--- config.mk ---
export PLATFORM = sky130hd
export DESIGN_NAME = intra_ang_param_gen
export DESIGN_NICKNAME = d
export VERILOG_FILES = /design/src/rtl/intra_ang_param_gen.sv
export SDC_FILE = /design/constraint.sdc
export NUM_CORES = 1
export LEC_CHECK = 0
export CAP_MARGIN = 20
export CORE_MARGIN = 1.5
export CORE_UTILIZATION = 61
export CTS_BUF_LIST = sky130_fd_sc_hd__clkbuf_2
export DETAILED_ROUTE_END_ITERATION = 10
export DONT_BUFFER_PORTS = 1
export PLACE_DENSITY_LB_ADDON = 0.05
export REMOVE_ABC_BUFFERS = 1
export SYNTH_ARGS = -nofsm -noshare
export SYNTH_HDL_FRONTEND = slang
export SYNTH_SLANG_ARGS = --single-unit
--- constraint.sdc ---
create_clock -name clk -period 10.9 [get_ports clk]
set_clock_uncertainty 0.05 [all_clocks]
set_input_delay 2.18 -clock clk [delete_from_list [all_inputs] [get_ports clk]]
set_output_delay 2.18 -clock clk [all_outputs]
set_load 0.02 [all_outputs]
--- src/rtl/intra_ang_param_gen.sv ---
// rtl/intra_ang_param_gen.sv - HEVC intra angular parameter generator (angle, invAngle, per-row iIdx/iFact)
module intra_ang_param_gen #(
  parameter int MAX_LOG2_SIZE = 5,
  parameter int LANES         = 4
) (
  input  logic                 clk,
  input  logic                 rst,
  input  logic                 req_valid,
  output logic                 req_ready,
  input  logic [5:0]           req_mode,
  input  logic [2:0]           req_log2size,
  output logic                 out_valid,
  input  logic                 out_ready,
  output logic [6:0]           out_angle,
  output logic [12:0]          out_inv_angle,
  output logic [4:0]           out_ang_idx,
  output logic                 out_is_vert,
  output logic [4:0]           out_row_base,
  output logic [LANES*7-1:0]   out_idx,
  output logic [LANES*5-1:0]   out_fact,
  output logic                 out_last,
  output logic                 out_err
);

  localparam int CW      = MAX_LOG2_SIZE;
  localparam int LANE_SH = (LANES == 4) ? 2 : ((LANES == 2) ? 1 : 0);

  typedef enum logic {IDLE, RUN} state_t;

  // intraPredAngle for the angular modes; non-angular / out-of-range modes map to 0
  function automatic logic [6:0] angle_of(input logic [5:0] mode);
    logic [6:0] a;
    case (mode)
      6'd2:    a = 7'sd32;
      6'd3:    a = 7'sd26;
      6'd4:    a = 7'sd21;
      6'd5:    a = 7'sd17;
      6'd6:    a = 7'sd13;
      6'd7:    a = 7'sd9;
      6'd8:    a = 7'sd5;
      6'd9:    a = 7'sd2;
      6'd10:   a = 7'sd0;
      6'd11:   a = -7'sd2;
      6'd12:   a = -7'sd5;
      6'd13:   a = -7'sd9;
      6'd14:   a = -7'sd13;
      6'd15:   a = -7'sd17;
      6'd16:   a = -7'sd21;
      6'd17:   a = -7'sd26;
      6'd18:   a = -7'sd32;
      6'd19:   a = -7'sd26;
      6'd20:   a = -7'sd21;
      6'd21:   a = -7'sd17;
      6'd22:   a = -7'sd13;
      6'd23:   a = -7'sd9;
      6'd24:   a = -7'sd5;
      6'd25:   a = -7'sd2;
      6'd26:   a = 7'sd0;
      6'd27:   a = 7'sd2;
      6'd28:   a = 7'sd5;
      6'd29:   a = 7'sd9;
      6'd30:   a = 7'sd13;
      6'd31:   a = 7'sd17;
      6'd32:   a = 7'sd21;
      6'd33:   a = 7'sd26;
      6'd34:   a = 7'sd32;
      default: a = 7'sd0;
    endcase
    return a;
  endfunction

  // invAngle is only defined for negative angles; everything else reads as 0
  function automatic logic [12:0] inv_of(input logic [6:0] a);
    logic [12:0] v;
    case (a)
      -7'sd2:  v = 13'h1000;
      -7'sd5:  v = -13'sd1638;
      -7'sd9:  v = -13'sd910;
      -7'sd13: v = -13'sd630;
      -7'sd17: v = -13'sd482;
      -7'sd21: v = -13'sd390;
      -7'sd26: v = -13'sd315;
      -7'sd32: v = -13'sd256;
      default: v = 13'd0;
    endcase
    return v;
  endfunction

  // Angle class: negative magnitudes ascend 0..7, zero is 8, positives 9..16
  function automatic logic [4:0] class_of(input logic [6:0] a);
    logic [4:0] c;
    case (a)
      -7'sd2:  c = 5'd0;
      -7'sd5:  c = 5'd1;
      -7'sd9:  c = 5'd2;
      -7'sd13: c = 5'd3;
      -7'sd17: c = 5'd4;
      -7'sd21: c = 5'd5;
      -7'sd26: c = 5'd6;
      -7'sd32: c = 5'd7;
      7'sd0:   c = 5'd8;
      7'sd2:   c = 5'd9;
      7'sd5:   c = 5'd10;
      7'sd9:   c = 5'd11;
      7'sd13:  c = 5'd12;
      7'sd17:  c = 5'd13;
      7'sd21:  c = 5'd14;
      7'sd26:  c = 5'd15;
      7'sd32:  c = 5'd16;
      default: c = 5'd17;
    endcase
    return c;
  endfunction

  state_t          state, state_nxt;
  logic [6:0]      angle_q;
  logic [12:0]     inv_q;
  logic [4:0]      class_q;
  logic            vert_q;
  logic            err_q;
  logic [2:0]      log2_q;
  logic [CW-1:0]   beat_q;

  logic            req_bad;
  logic [6:0]      req_angle;
  logic            accept;
  logic            is_last;
  logic [CW:0]     beats_w;
  logic [CW:0]     last_w;
  logic [7:0]      row_w;
  logic signed [12:0] ang_s;

  // Decode the incoming request: legality and table lookup
  always_comb begin
    req_bad   = (req_mode < 6'd2) || (req_mode > 6'd34) ||
                (req_log2size < 3'd2) || (req_log2size > 3'(MAX_LOG2_SIZE));
    req_angle = req_bad ? 7'd0 : angle_of(req_mode);
  end

  // Final beat index of the current block: (N / LANES) - 1
  always_comb begin
    beats_w = {{CW{1'b0}}, 1'b1} << (log2_q - 3'(LANE_SH));
    last_w  = beats_w - {{CW{1'b0}}, 1'b1};
  end

  assign is_last = err_q || ({1'b0, beat_q} == last_w);
  assign accept  = req_valid && req_ready;

  // State register
  always_ff @(posedge clk) begin
    if (rst) begin
      state <= IDLE;
    end else begin
      state <= state_nxt;
    end
  end

  // Next-state and handshake outputs; req_ready is held low while reset is asserted
  always_comb begin
    state_nxt = state;
    req_ready = 1'b0;
    out_valid = 1'b0;
    case (state)
      IDLE: begin
        req_ready = !rst;
        if (req_valid && !rst) begin
          state_nxt = RUN;
        end
      end
      RUN: begin
        out_valid = 1'b1;
        if (out_ready && is_last) begin
          state_nxt = IDLE;
        end
      end
      default: state_nxt = IDLE;
    endcase
  end

  // Per-block parameters are captured on acceptance and held for the whole block
  always_ff @(posedge clk) begin
    if (rst) begin
      angle_q <= '0;
      inv_q   <= '0;
      class_q <= '0;
      vert_q  <= 1'b0;
      err_q   <= 1'b0;
      log2_q  <= '0;
      beat_q  <= '0;
    end else if (accept) begin
      angle_q <= req_angle;
      inv_q   <= req_bad ? 13'd0 : inv_of(req_angle);
      class_q <= req_bad ? 5'd17 : class_of(req_angle);
      vert_q  <= !req_bad && (req_mode >= 6'd18);
      err_q   <= req_bad;
      log2_q  <= req_log2size;
      beat_q  <= '0;
    end else if (out_valid && out_ready && !is_last) begin
      beat_q  <= beat_q + CW'(1);
    end
  end

  assign row_w = 8'(beat_q) << LANE_SH;
  assign ang_s = {{6{angle_q[6]}}, angle_q};

  // One multiplier per lane: t = (y+1)*angle, iIdx = floor(t/32), iFact = t mod 32
  for (genvar k = 0; k < LANES; k++) begin : g_lane
    logic [7:0]         yp1;
    logic signed [12:0] yp1_s;
    logic signed [12:0] prod;

    // Lane product for row y = row_base + k
    always_comb begin
      yp1   = row_w + 8'(k + 1);
      yp1_s = {5'd0, yp1};
      prod  = yp1_s * ang_s;
    end

    assign out_idx[7*k +: 7]  = 7'(prod >>> 5);
    assign out_fact[5*k +: 5] = prod[4:0];
  end

  assign out_angle     = angle_q;
  assign out_inv_angle = inv_q;
  assign out_ang_idx   = class_q;
  assign out_is_vert   = vert_q;
  assign out_err       = err_q;
  assign out_row_base  = row_w[4:0];
  assign out_last      = out_valid && is_last;

endmodule

### Word-level counts from Yosys, hierarchy flattened

Memory sizes are Yosys's and may differ from the RTL's.
Index checks and enable logic that the tools add are counted.
Widths: inputs -> output; s select.

* bits in read-only memories: 448
* input port bits: 13
* logic and storage cells: 70
* memories: 1
* output and inout port bits: 83
* bits in registers: 36

* shifts and indexed selects: 1
* multiplexer cells: 10
* reduce and logical (&&, ||, !) cells: 16
* bitwise logic cells: 1
* $add $sub $neg: 7
* eq/ne operators: 17
* multiply operators: 4
* order comparisons: 5

Memories
* (name not given): words 64, width 7, read ports 1, clocked after memory_dff 0, wr ports 0, line 33 `case (mode)`

Operator list (count)
* $pmux 13 s8: 1
* $pmux 5 s17: 1
* $eq 7x7->1 const B: 8
* $mul 9x7->12: 4
* $eq 7x5->1 const B: 3
* $add 7x2->8 const B: 2
* $eq 7x4->1 const B: 2
* $mux 13: 1
* $add 7x1->8 const B: 1
* $add 7x3->8 const B: 1
* $eq 7x2->1 const B: 1
* $eq 7x3->1 const B: 1
* $eq 7x6->1 const B: 1
* $logic_and 1x1->1: 7
* $logic_not 7->1: 1
* $mux 7: 1
* $eq 5x6->1: 1
* $ge 6x5->1 const B: 1
* $gt 6x6->1 const B: 1
* $lt 6x2->1 const B: 1
* $shl 1x3->6 const A: 1
* $sub 6x1->6 const B: 1
* $add 5x1->5 const B: 1
* $mux 5: 1
* 9 further kinds: 17

### Longest topological paths before layout

Gate-level depths: netlist of the first run.

* depth after elaboration: 8
* depth in mapped cells: 19
* gate-level depth less buffers: 18

### Worst setup path before layout of the first run

Ideal clock, no wire load.

* path type: flip-flop to output port
* start point: register beat_q[1]
* end point: output out_idx[27]
* data required time: 8.670 ns
* cell stages (with the launch flop): 17
* buffers on the path: 1
* slack: 4.212 ns
* arrival: 4.458 ns
* cell sequence: dfxtp_1 -> clkbuf_1 -> nand3_1 -> xor2_1 -> nor2_1 -> fa_1 -> inv_1 -> fa_1 -> fa_1 -> fa_1 -> inv_1 -> ha_1 -> inv_1 -> o21bai_1 -> a21o_1 -> a21oi_1 -> xnor2_1

* longest elaborated chain between the ends: 2

RTL lines
* start: declaration: line 122 `logic [CW-1:0] beat_q;`
* start signal: assignment: line 199 `beat_q <= beat_q + CW'(1);`
* $add 7x3->8: line 214 `yp1 = row_w + 8'(k + 1);`
* $mul 9x7->12: line 216 `prod = yp1_s * ang_s;`
* end: declaration: line 19 `output logic [LANES*7-1:0] out_idx,`

No other way between the ends.

### Final worst setup path of the first run

* start point: register beat_q[0]
* end point: output out_idx[27]

The elaborated chain is that of the path after synthesis.

==> run_results.csv, run 1 <==
group,metric,value,unit
global_routing,grt_first_pass_wirelength,24.8,mm
timing,setup_viol,0,
worst_setup_path,regToRegEndpoint,"beat_q[3]",
routing,wirelength,14.3,mm
synthesis,ys_types,74,
clock_tree,clock-sinks,36,
die,coreArea,10300,um^2
cells_and_area,antenna_cells,0,
global_routing,antenna_found_initial,0,
timing,rsz0062_at_grt,"false",
worst_setup_path,cp.arrival,5600,ps
routing,wire_per_inst,16.5,um
cells_and_area,final_util,0.630,
timing,period_share,0.719,
worst_setup_path,slowest_delay,930,ps
synthesis,syn_inst,759,
worst_setup_path,cpMaxStageDelayCell,"dfxtp_1",
outcome,outcome,"completed",
timing,finalHoldViolCount,0,
worst_setup_path,cp_cell_sequence,"ha_1 -> nand3_1 -> xnor2_1 -> and2_1 -> fa_1 -> inv_1 -> fa_1 -> fa_1 -> fa_1 -> inv_1 -> ha_1 -> inv_1 -> o21bai_1 -> a21o_1 -> a21oi_1 -> xnor2_1",
cells_and_area,drive_gt1_frac,0.0464,
timing,fin_crit,7830,ps
routing,drt_iter0_drc,194,
place,port-buffer-count,0,
clock_tree,cts_tree,"yes",
worst_setup_path,worst_ep_required_time,8670,ps
die,initial_core_util,0.628,
place,dp_hpwl,11.4,mm
clock_tree,numCtsBuffers,5,
worst_setup_path,crit_start,"beat_q[0]",
timing,fmax,128,MHz
synthesis,yosysTopAreaCellShare,0.195,
worst_setup_path,cp-start-kind,"flop",
timing,max_slew_margin,0.406,
worst_setup_path,worst-setup-path-type,"reg2out",
cells_and_area,area_growth,0.367,%
clock_tree,clock-root-buffer,"clkbuf_2",
routing,vias,5030,
worst_setup_path,crit_path_frequent_cell,"fa_1",
die,io_pins,96,
synthesis,synth.avg_cell_area,8.54,um^2
die,die_h,106,um
synthesis,yosysMostFrequentCell,"inv_1",
clock_tree,cts-htree-levels,2,
clock_tree,clk_latency,390,ps
clock_tree,post_cts_buffers,0,
routing,ant_nets,0,
global_routing,gr-usage-all-layers,0.271,
worst_setup_path,path_max_fanout,20,
global_routing,grt_max_degree,23,
die,die_w,106,um
routing,first_pass_iters,5,
place,place_congestion,0.881,
place,dp_cells,859,
timing,setup-tns-final,0,ps
min_path,worstHoldPathType,"reg2reg",
clock_tree,hold_buffers,0,
worst_setup_path,reg2regPathDepth,11,
routing,vias_per_cell,5.79,
clock_tree,clk_pin_slew,210,ps
global_routing,grt-ovfl-total,0,
die,die_area,11200,um^2
cells_and_area,fin_area,6500,um^2
power,p_leak,3.31,nW
worst_setup_path,cp-end-kind,"output pin",
timing,hold_slack,515,ps
routing,drc,0,
clock_tree,clockBufferDepth,2,
synthesis,async_flop_share,0,
power,vdd_ir_drop_max,0.0389,mV
synthesis,seq_area_frac_synth,0.111,
worst_setup_path,r2r_slack,7990,ps
power,p_per_area,49.8,nW/um^2
synthesis,synth.cell_area,6480,um^2
synthesis,synthFlopType,"dfxtp_1",
synthesis,yosys-top-cells-count,"inv_1, ha_1, fa_1",
worst_setup_path,reg2reg_from,"log2_q[2]",
timing,tightestPinTransition,890,ps
clock_tree,cts_resized,0,
synthesis,synth_warnings,0,
worst_setup_path,endpoint,"out_idx[27]",
cells_and_area,final_cells,868,
die,rows,37,
synthesis,synth-edff-count,0,
run,maxCapViolCount,0,
synthesis,synth_seq_cells,36,
cells_and_area,nets,907,
place,dpl_cell_area,6430,um^2
global_routing,grt_pass1_vias,5139,
synthesis,yosys.area.top_type,"fa_1",
timing,slew_violations,0,
synthesis,synth_area_leaders,"fa_1, ha_1, dfxtp_1, inv_1, xnor2_1",
==> cells in the final DEF, fill, tap and decap left out, drive strengths merged, types with 15 or more instances in the layout <==
| cell | instances |
|---|---|
| inv | 116 |
| nor2 | 35 |
| nor2b | 15 |
| and2 | 36 |
| nand2 | 59 |
| dfxtp | 36 |
| a21oi | 30 |
| nand3 | 24 |
| ha | 100 |
| fa | 63 |
| o21ai | 23 |
| xnor2 | 39 |
==> per-layer routing <==
metal | share of wire | global-route usage
met5 | 0 | 0
met2 | 0.49 | 0.464
met4 | 0.0086 | 0.0483
met3 | 0.051 | 0.0399
met1 | 0.45 | 0.368
==> worst max-delay path, delay by kind of cell (launching register included) <==
family,cells,cell delay (ps)
simple gates,2,330
buf+inv,3,190
fa+ha+maj,6,2540
compound gates,3,410
flops,1,930
xor+xnor,2,810
==> how the worst min path moves through the flow <==
| stage | depth (start not counted) | start | to |
|---|---|---|---|
| after global placement | 2 | log2_q[2] | log2_q[2] |
| final | 2 | out_inv_angle[9] | out_inv_angle[9] |
| after floorplan | 2 | log2_q[0] | log2_q[0] |
| after CTS | 2 | log2_q[2] | log2_q[2] |
| after global routing | 2 | out_inv_angle[9] | out_inv_angle[9] |
| after detailed placement | 2 | out_inv_angle[9] | out_inv_angle[9] |
==> layout make-up <==
| type | instances | area [um^2] |
|---|---|---|
| Inverter | 116 | 435 |
| Tap cell | 136 | 170 |
| Timing Repair Buffer | 4 | 30.0 |
| Sequential cell | 36 | 721 |
| Multi-Input combinational cell | 568 | 5080 |
| Fill cell | 933 | 3820 |
| Clock buffer | 5 | 25.0 |
| Clock inverter | 3 | 42.5 |
==> metrics by stage <==
step | worst slack, ps | power (mW)
floorplan | 3970 | 0.218
global placement | 3610 | 0.236
detailed placement | 3480 | 0.237
CTS | 3020 | 0.325
global route | 2600 | 0.344
finish | 3070 | 0.324
==> report_power, final <==
part | internal [mW] | total (mW) | switching (mW)
Combinational | 0.0322 | 0.0894 | 0.0572
Sequential | 0.136 | 0.146 | 0.0107
Clock | 0.0383 | 0.0881 | 0.0498
Total | 0.206 | 0.324 | 0.118
==> state kept, by name, summed over array words and instances (netlist names) <==
register / cells
out_err: 1
beat_q: 5
state: 1
out_ang_idx: 5
log2_q: 3
out_angle: 7
out_inv_angle: 13
out_is_vert: 1
==> logic make-up after synthesis <==
kind of cell | count (synthesis) | synth area share
AND/OR/NAND/NOR | 218 | 0.180
adder cells (fa/ha/maj) | 163 | 0.388
buffers and inverters | 159 | 0.107
AO/OA/AOI/OAI | 127 | 0.138
XOR/XNOR | 52 | 0.0703
flip-flops | 36 | 0.111
multiplexers | 3 | 0.00483
other | 1 | 0.000579
No activity file was read; power rests on OpenSTA's default activity.
==> run 2, diff against run 1 <==
==> constraint.sdc (replaced) <==
create_clock -name clk -period 6.52 [get_ports clk]
set_clock_uncertainty 0.05 [all_clocks]
set_input_delay 1.304 -clock clk [delete_from_list [all_inputs] [get_ports clk]]
set_output_delay 1.304 -clock clk [all_outputs]
set_load 0.02 [all_outputs]
==> run 2 against run 1 <==
Clock-buffer cell count unchanged. Setup slack lost 2800 ps. Register-to-register slack got worse by 4400 ps. Global-route usage decreased by 0.47 points. Critical path type unchanged. Largest cell class unchanged. Highest routed layer unchanged.
==> run_results.csv, run 2 (synthesized netlist as in run 1, its figures left out) <==
group,metric,value,unit
clock_tree,cts-htree-levels,2,
worst_setup_path,cp-start-kind,"flop",
power,pwr-share-clk,0.268,
timing,fin_ws,273,ps
worst_setup_path,reg2reg_from,"log2_q[2]",
worst_setup_path,r2r_slack,3620,ps
global_routing,gr-usage-all-layers,0.266,
min_path,worstHoldPathType,"reg2reg",
clock_tree,clock-sinks,36,
clock_tree,clk_pin_slew,200,ps
cells_and_area,largest_reg_flops,13,
clock_tree,numCtsBuffers,5,
timing,setup-tns-final,0,ps
routing,vias_per_cell,5.62,
clock_tree,clk_latency,390,ps
global_routing,grt_first_pass_wirelength,24.3,mm
worst_setup_path,path_max_fanout,7,
global_routing,grt_pass1_vias,5018,
die,rows,37,
cells_and_area,antenna_cells,0,
timing,tightestPinTransition,564,ps
worst_setup_path,worst_ep_required_time,5170,ps
timing,slew_violations,0,
cells_and_area,nets,919,
routing,first_pass_iters,5,
power,p_per_area,81.7,nW/um^2
die,coreArea,10300,um^2
clock_tree,clockBufferDepth,2,
power,internal_power,347,uW
die,die_w,106,um
run,maxCapViolCount,0,
routing,ant_nets,0,
cells_and_area,drive_gt1_frac,0.0753,
timing,fin_crit,6250,ps
clock_tree,clock-root-buffer,"clkbuf_2",
timing,period_share,0.958,
routing,drc,0,
worst_setup_path,endpoint,"out_idx[27]",
clock_tree,cts_tree,"yes",
timing,hold_slack,509,ps
worst_setup_path,reg2regPathDepth,11,
cells_and_area,layout_common_cells,"inv_1, ha_1, fa_1",
timing,fmax,160,MHz
routing,vias,4946,
worst_setup_path,crit_start,"beat_q[2]",
cells_and_area,final_common_cell,"inv_1",
worst_setup_path,regToRegEndpoint,"beat_q[3]",
worst_setup_path,worst-setup-path-type,"reg2out",
clock_tree,post_cts_buffers,0,
timing,max_slew_margin,0.621,
worst_setup_path,cp-end-kind,"output pin",
die,io_pins,96,
routing,wire_per_inst,16.2,um
power,swShare,0.361,
timing,finalHoldViolCount,0,
outcome,outcome,"completed",
die,die_area,11200,um^2
global_routing,grt-ovfl-total,0,
die,initial_core_util,0.628,
routing,wirelength,14.2,mm
die,die_h,106,um
routing,drt_iter0_drc,250,
power,p_switching,196,uW
place,dp_hpwl,11.6,mm
global_routing,antenna_found_initial,0,
power,vdd_ir_drop_max,0.115,mV
cells_and_area,nFillCells,922,
global_routing,grt_max_degree,23,
power,p_leak,3.40,nW
place,dp_slack,493,ps
cells_and_area,area_growth,2.43,%
place,place_congestion,0.858,
timing,setup_viol,0,
power,pwr-share-seq,0.443,
place,port-buffer-count,0,
power,p_comb_frac,0.289,
power,p_total,542,uW
worst_setup_path,cp.arrival,4890,ps
==> run 2: cell count changes in the layout (fill, tap and decap cells not counted), sizes merged <==
cell / previous run / this run
buf: 4 / 16
==> run 2: metal layers <==
metal / up-vias / GRT usage / wire length, um
met5: - / 0 / 0
met4: 0 / 0.0319 / 49
met3: 6 / 0.0337 / 752
met2: 136 / 0.449 / 6800
met1: 2346 / 0.377 / 6630
li1: 2458 / - / -
==> run 2: power groups by stage <==
stage / combinational [mW] / clock (mW) / sequential (mW)
finish: 0.157 / 0.145 / 0.240
global route: 0.174 / 0.158 / 0.242
CTS: 0.156 / 0.151 / 0.240
detailed placement: 0.155 / 0 / 0.245
global placement: 0.153 / 0 / 0.245
floorplan: 0.117 / 0 / 0.247
==> run 2: critical path, cell delays in order, from the launching register on <==
cell,delay (ps)
dfxtp_4,470
nand3_1,230
xor2_2,360
nor2b_1,110
fa_1,510
inv_1,50
fa_1,460
fa_1,510
fa_1,540
inv_1,50
ha_1,330
a21oi_1,140
o21bai_1,100
a21o_1,180
a21oi_1,160
xnor2_1,130
buf_4,160
==> run 2: final cells by class <==
type | count | area [um^2] | share of cell area
Clock buffer | 5 | 25.0 | 0.00377
Multi-Input combinational cell | 568 | 5110 | 0.771
Tap cell | 136 | 170 | 0.0256
Clock inverter | 3 | 42.5 | 0.00641
Timing Repair Buffer | 16 | 120 | 0.0181
Inverter | 116 | 435 | 0.0656
Sequential cell | 36 | 728 | 0.110
==> run 2: through the flow <==
| stage | instance area, um^2 | util | cells |
|---|---|---|---|
| global route | 6640 | 0.643 | 880 |
| finish | 6640 | 0.643 | 880 |
| floorplan | 6230 | - | 720 |
| CTS | 6590 | 0.639 | 879 |
| global placement | 6520 | 0.631 | 871 |
| detailed placement | 6520 | 0.631 | 871 |
==> run 2: timing repair <==
action	4_1_cts	5_1_grt
resized for setup	1	10
cloned	0	0
pin swaps	0	1
hold buffers	0	0
setup endpoints to repair	1	5
==> run 2: worst min-delay path by stage <==
stage | slack, ps | cells after the start | end | start
floorplan | 430 | 2 | log2_q[0] | log2_q[0]
global placement | 480 | 2 | log2_q[0] | log2_q[0]
detailed placement | 490 | 2 | out_inv_angle[9] | out_inv_angle[9]
CTS | 510 | 2 | out_inv_angle[9] | out_inv_angle[9]
global route | 530 | 2 | out_inv_angle[9] | out_inv_angle[9]
finish | 510 | 2 | out_inv_angle[9] | out_inv_angle[9]
==> run 3, diff against run 2 <==
--- a/config.mk
+++ b/config.mk
@@ -7,10 +7,10 @@
 export LEC_CHECK = 0
 export CAP_MARGIN = 20
 export CORE_MARGIN = 1.5
-export CORE_UTILIZATION = 61
-export CTS_BUF_LIST = sky130_fd_sc_hd__clkbuf_2
+export CORE_UTILIZATION = 60
 export DETAILED_ROUTE_END_ITERATION = 10
 export DONT_BUFFER_PORTS = 1
+export MAX_ROUTING_LAYER = met4
 export PLACE_DENSITY_LB_ADDON = 0.05
 export REMOVE_ABC_BUFFERS = 1
 export SYNTH_ARGS = -nofsm -noshare
==> run 3 against run 2 <==
Clock-buffer cell count rose by 1. Worst hold slack got worse by 7.4 ps. Non-clock buffer count did not move. Via count is 2.5% higher. Sequential cell count is the same. Routed wire length rose by 2.4%. Sequential share of layout area decreased by 0.086 points. Die area up 1.6%. Critical path type unchanged. Combinational power about the same. Utilization is 0.51 points lower. Power rose by 9.1%. Cell area is essentially flat.
==> run_results.csv, run 3 (synthesized netlist as in run 1, its figures left out) <==
group,metric,value,unit
clock_tree,hold_buffers,0,
timing,finalHoldViolCount,0,
die,die_h,107,um
clock_tree,cts-htree-levels,2,
routing,vias,5070,
timing,fmax,161,MHz
clock_tree,clock-root-buffer,"clkbuf_8",
cells_and_area,nets,919,
die,initial_core_util,0.622,
min_path,whs_path_depth,2,
worst_setup_path,worst_ep_required_time,5170,ps
clock_tree,clockBufferDepth,2,
die,die_w,107,um
routing,ant_nets,0,
power,p_leak,3.40,nW
place,dp_hpwl,11.9,mm
routing,first_pass_iters,4,
place,dp_slack,389,ps
min_path,min_to,"out_inv_angle[9]",
outcome,outcome,"completed",
min_path,min-delay-start,"out_inv_angle[9]",
cells_and_area,largest_reg_flops,13,
die,io_pins,96,
die,rows,37,
cells_and_area,layout_common_cells,"inv_1, ha_1, fa_1",
timing,tightestPinTransition,566,ps
clock_tree,post_cts_buffers,0,
timing,setup_viol,0,
timing,fin_crit,6210,ps
clock_tree,numCtsBuffers,5,
clock_tree,clk_pin_slew,80,ps
timing,slew_violations,0,
global_routing,gr-usage-all-layers,0.273,
place,dp_cells,871,
worst_setup_path,regToRegEndpoint,"beat_q[3]",
worst_setup_path,reg2reg_from,"log2_q[1]",
worst_setup_path,r2r_slack,3640,ps
worst_setup_path,cp.arrival,4850,ps
routing,vias_per_cell,5.76,
worst_setup_path,worst-setup-path-type,"reg2out",
cells_and_area,antenna_cells,0,
worst_setup_path,cp-start-kind,"flop",
worst_setup_path,path_max_fanout,13,
cells_and_area,area_growth,2.53,%
worst_setup_path,reg2regPathDepth,11,
global_routing,grt-ovfl-total,0,
power,p_per_area,89.1,nW/um^2
global_routing,antenna_found_initial,0,
clock_tree,clock-sinks,36,
die,coreArea,10400,um^2
cells_and_area,final_common_cell,"inv_1",
place,dpl_cell_area,6520,um^2
cells_and_area,fin_area,6640,um^2
clock_tree,clk_latency,290,ps
min_path,worstHoldPathType,"reg2reg",
die,die_area,11400,um^2
timing,hold_slack,501,ps
run,maxCapViolCount,0,
clock_tree,cts_tree,"yes",
place,place_congestion,0.890,
routing,wirelength,14.6,mm
cells_and_area,drive_gt1_frac,0.0645,
routing,drt_iter0_drc,270,
timing,max_slew_margin,0.622,
timing,fin_ws,314,ps
cells_and_area,final_cells,880,
timing,rsz0062_at_grt,"false",
clock_tree,cts_resized,0,
global_routing,grt_max_degree,23,
timing,setup-tns-final,0,ps
routing,wire_per_inst,16.6,um
global_routing,grt_first_pass_wirelength,24.6,mm
cells_and_area,final_util,0.638,
timing,period_share,0.952,
worst_setup_path,cp-end-kind,"output pin",
global_routing,grt_pass1_vias,5156,
routing,drc,0,
place,port-buffer-count,0,
power,p_total,592,uW
power,vdd_ir_drop_max,0.101,mV
-- run 3: cell count changes in the layout (fill, tap and decap cells not counted), moves of 2 or more --
cell,before,now
xor2_2,2,0
clkbuf_8,0,5
clkbuf_2,5,0
dfxtp_1,32,34
xor2_1,11,13
-- run 3: worst max-delay path, cell delays in order (launching register included) --
cell,delay (ps)
dfxtp_2,460
ha_1,240
xor2_1,410
and2_1,220
fa_1,390
inv_1,80
fa_1,430
fa_1,520
fa_1,540
inv_1,50
ha_1,330
a21oi_1,140
o21bai_1,100
a21o_1,180
a21oi_1,170
xnor2_1,140
buf_4,160
-- run 3: final cells by class --
cell class,instances,area (um^2)
Multi-Input combinational cell,568,5090
Fill cell,903,3770
Sequential cell,36,723
Inverter,116,435
Tap cell,136,170
Timing Repair Buffer,16,120
Clock buffer,6,72.6
Clock inverter,2,35.0
-- run 3: worst max-delay path by stage --
stage | start | to | cells past startpoint
floorplan | beat_q[0] | out_idx[27] | 16
global placement | beat_q[0] | out_idx[27] | 17
detailed placement | beat_q[0] | out_idx[27] | 17
CTS | beat_q[0] | out_idx[27] | 17
global route | beat_q[0] | out_idx[27] | 17
finish | beat_q[0] | out_idx[27] | 16
-- run 3: power breakdown --
part	switching (mW)	total [mW]	internal, mW
Clock	0.0818	0.195	0.114
Sequential	0.0143	0.241	0.226
Combinational	0.100	0.156	0.0555
-- run 3: per-layer routing --
layer / track usage / wire length (um) / vias up
li1: - / - / 2470
met1: 0.351 / 6580 / 2445
met2: 0.462 / 7090 / 135
met3: 0.0377 / 707 / 20
met4: 0.0533 / 187 / 0
met5: - / 0 / -
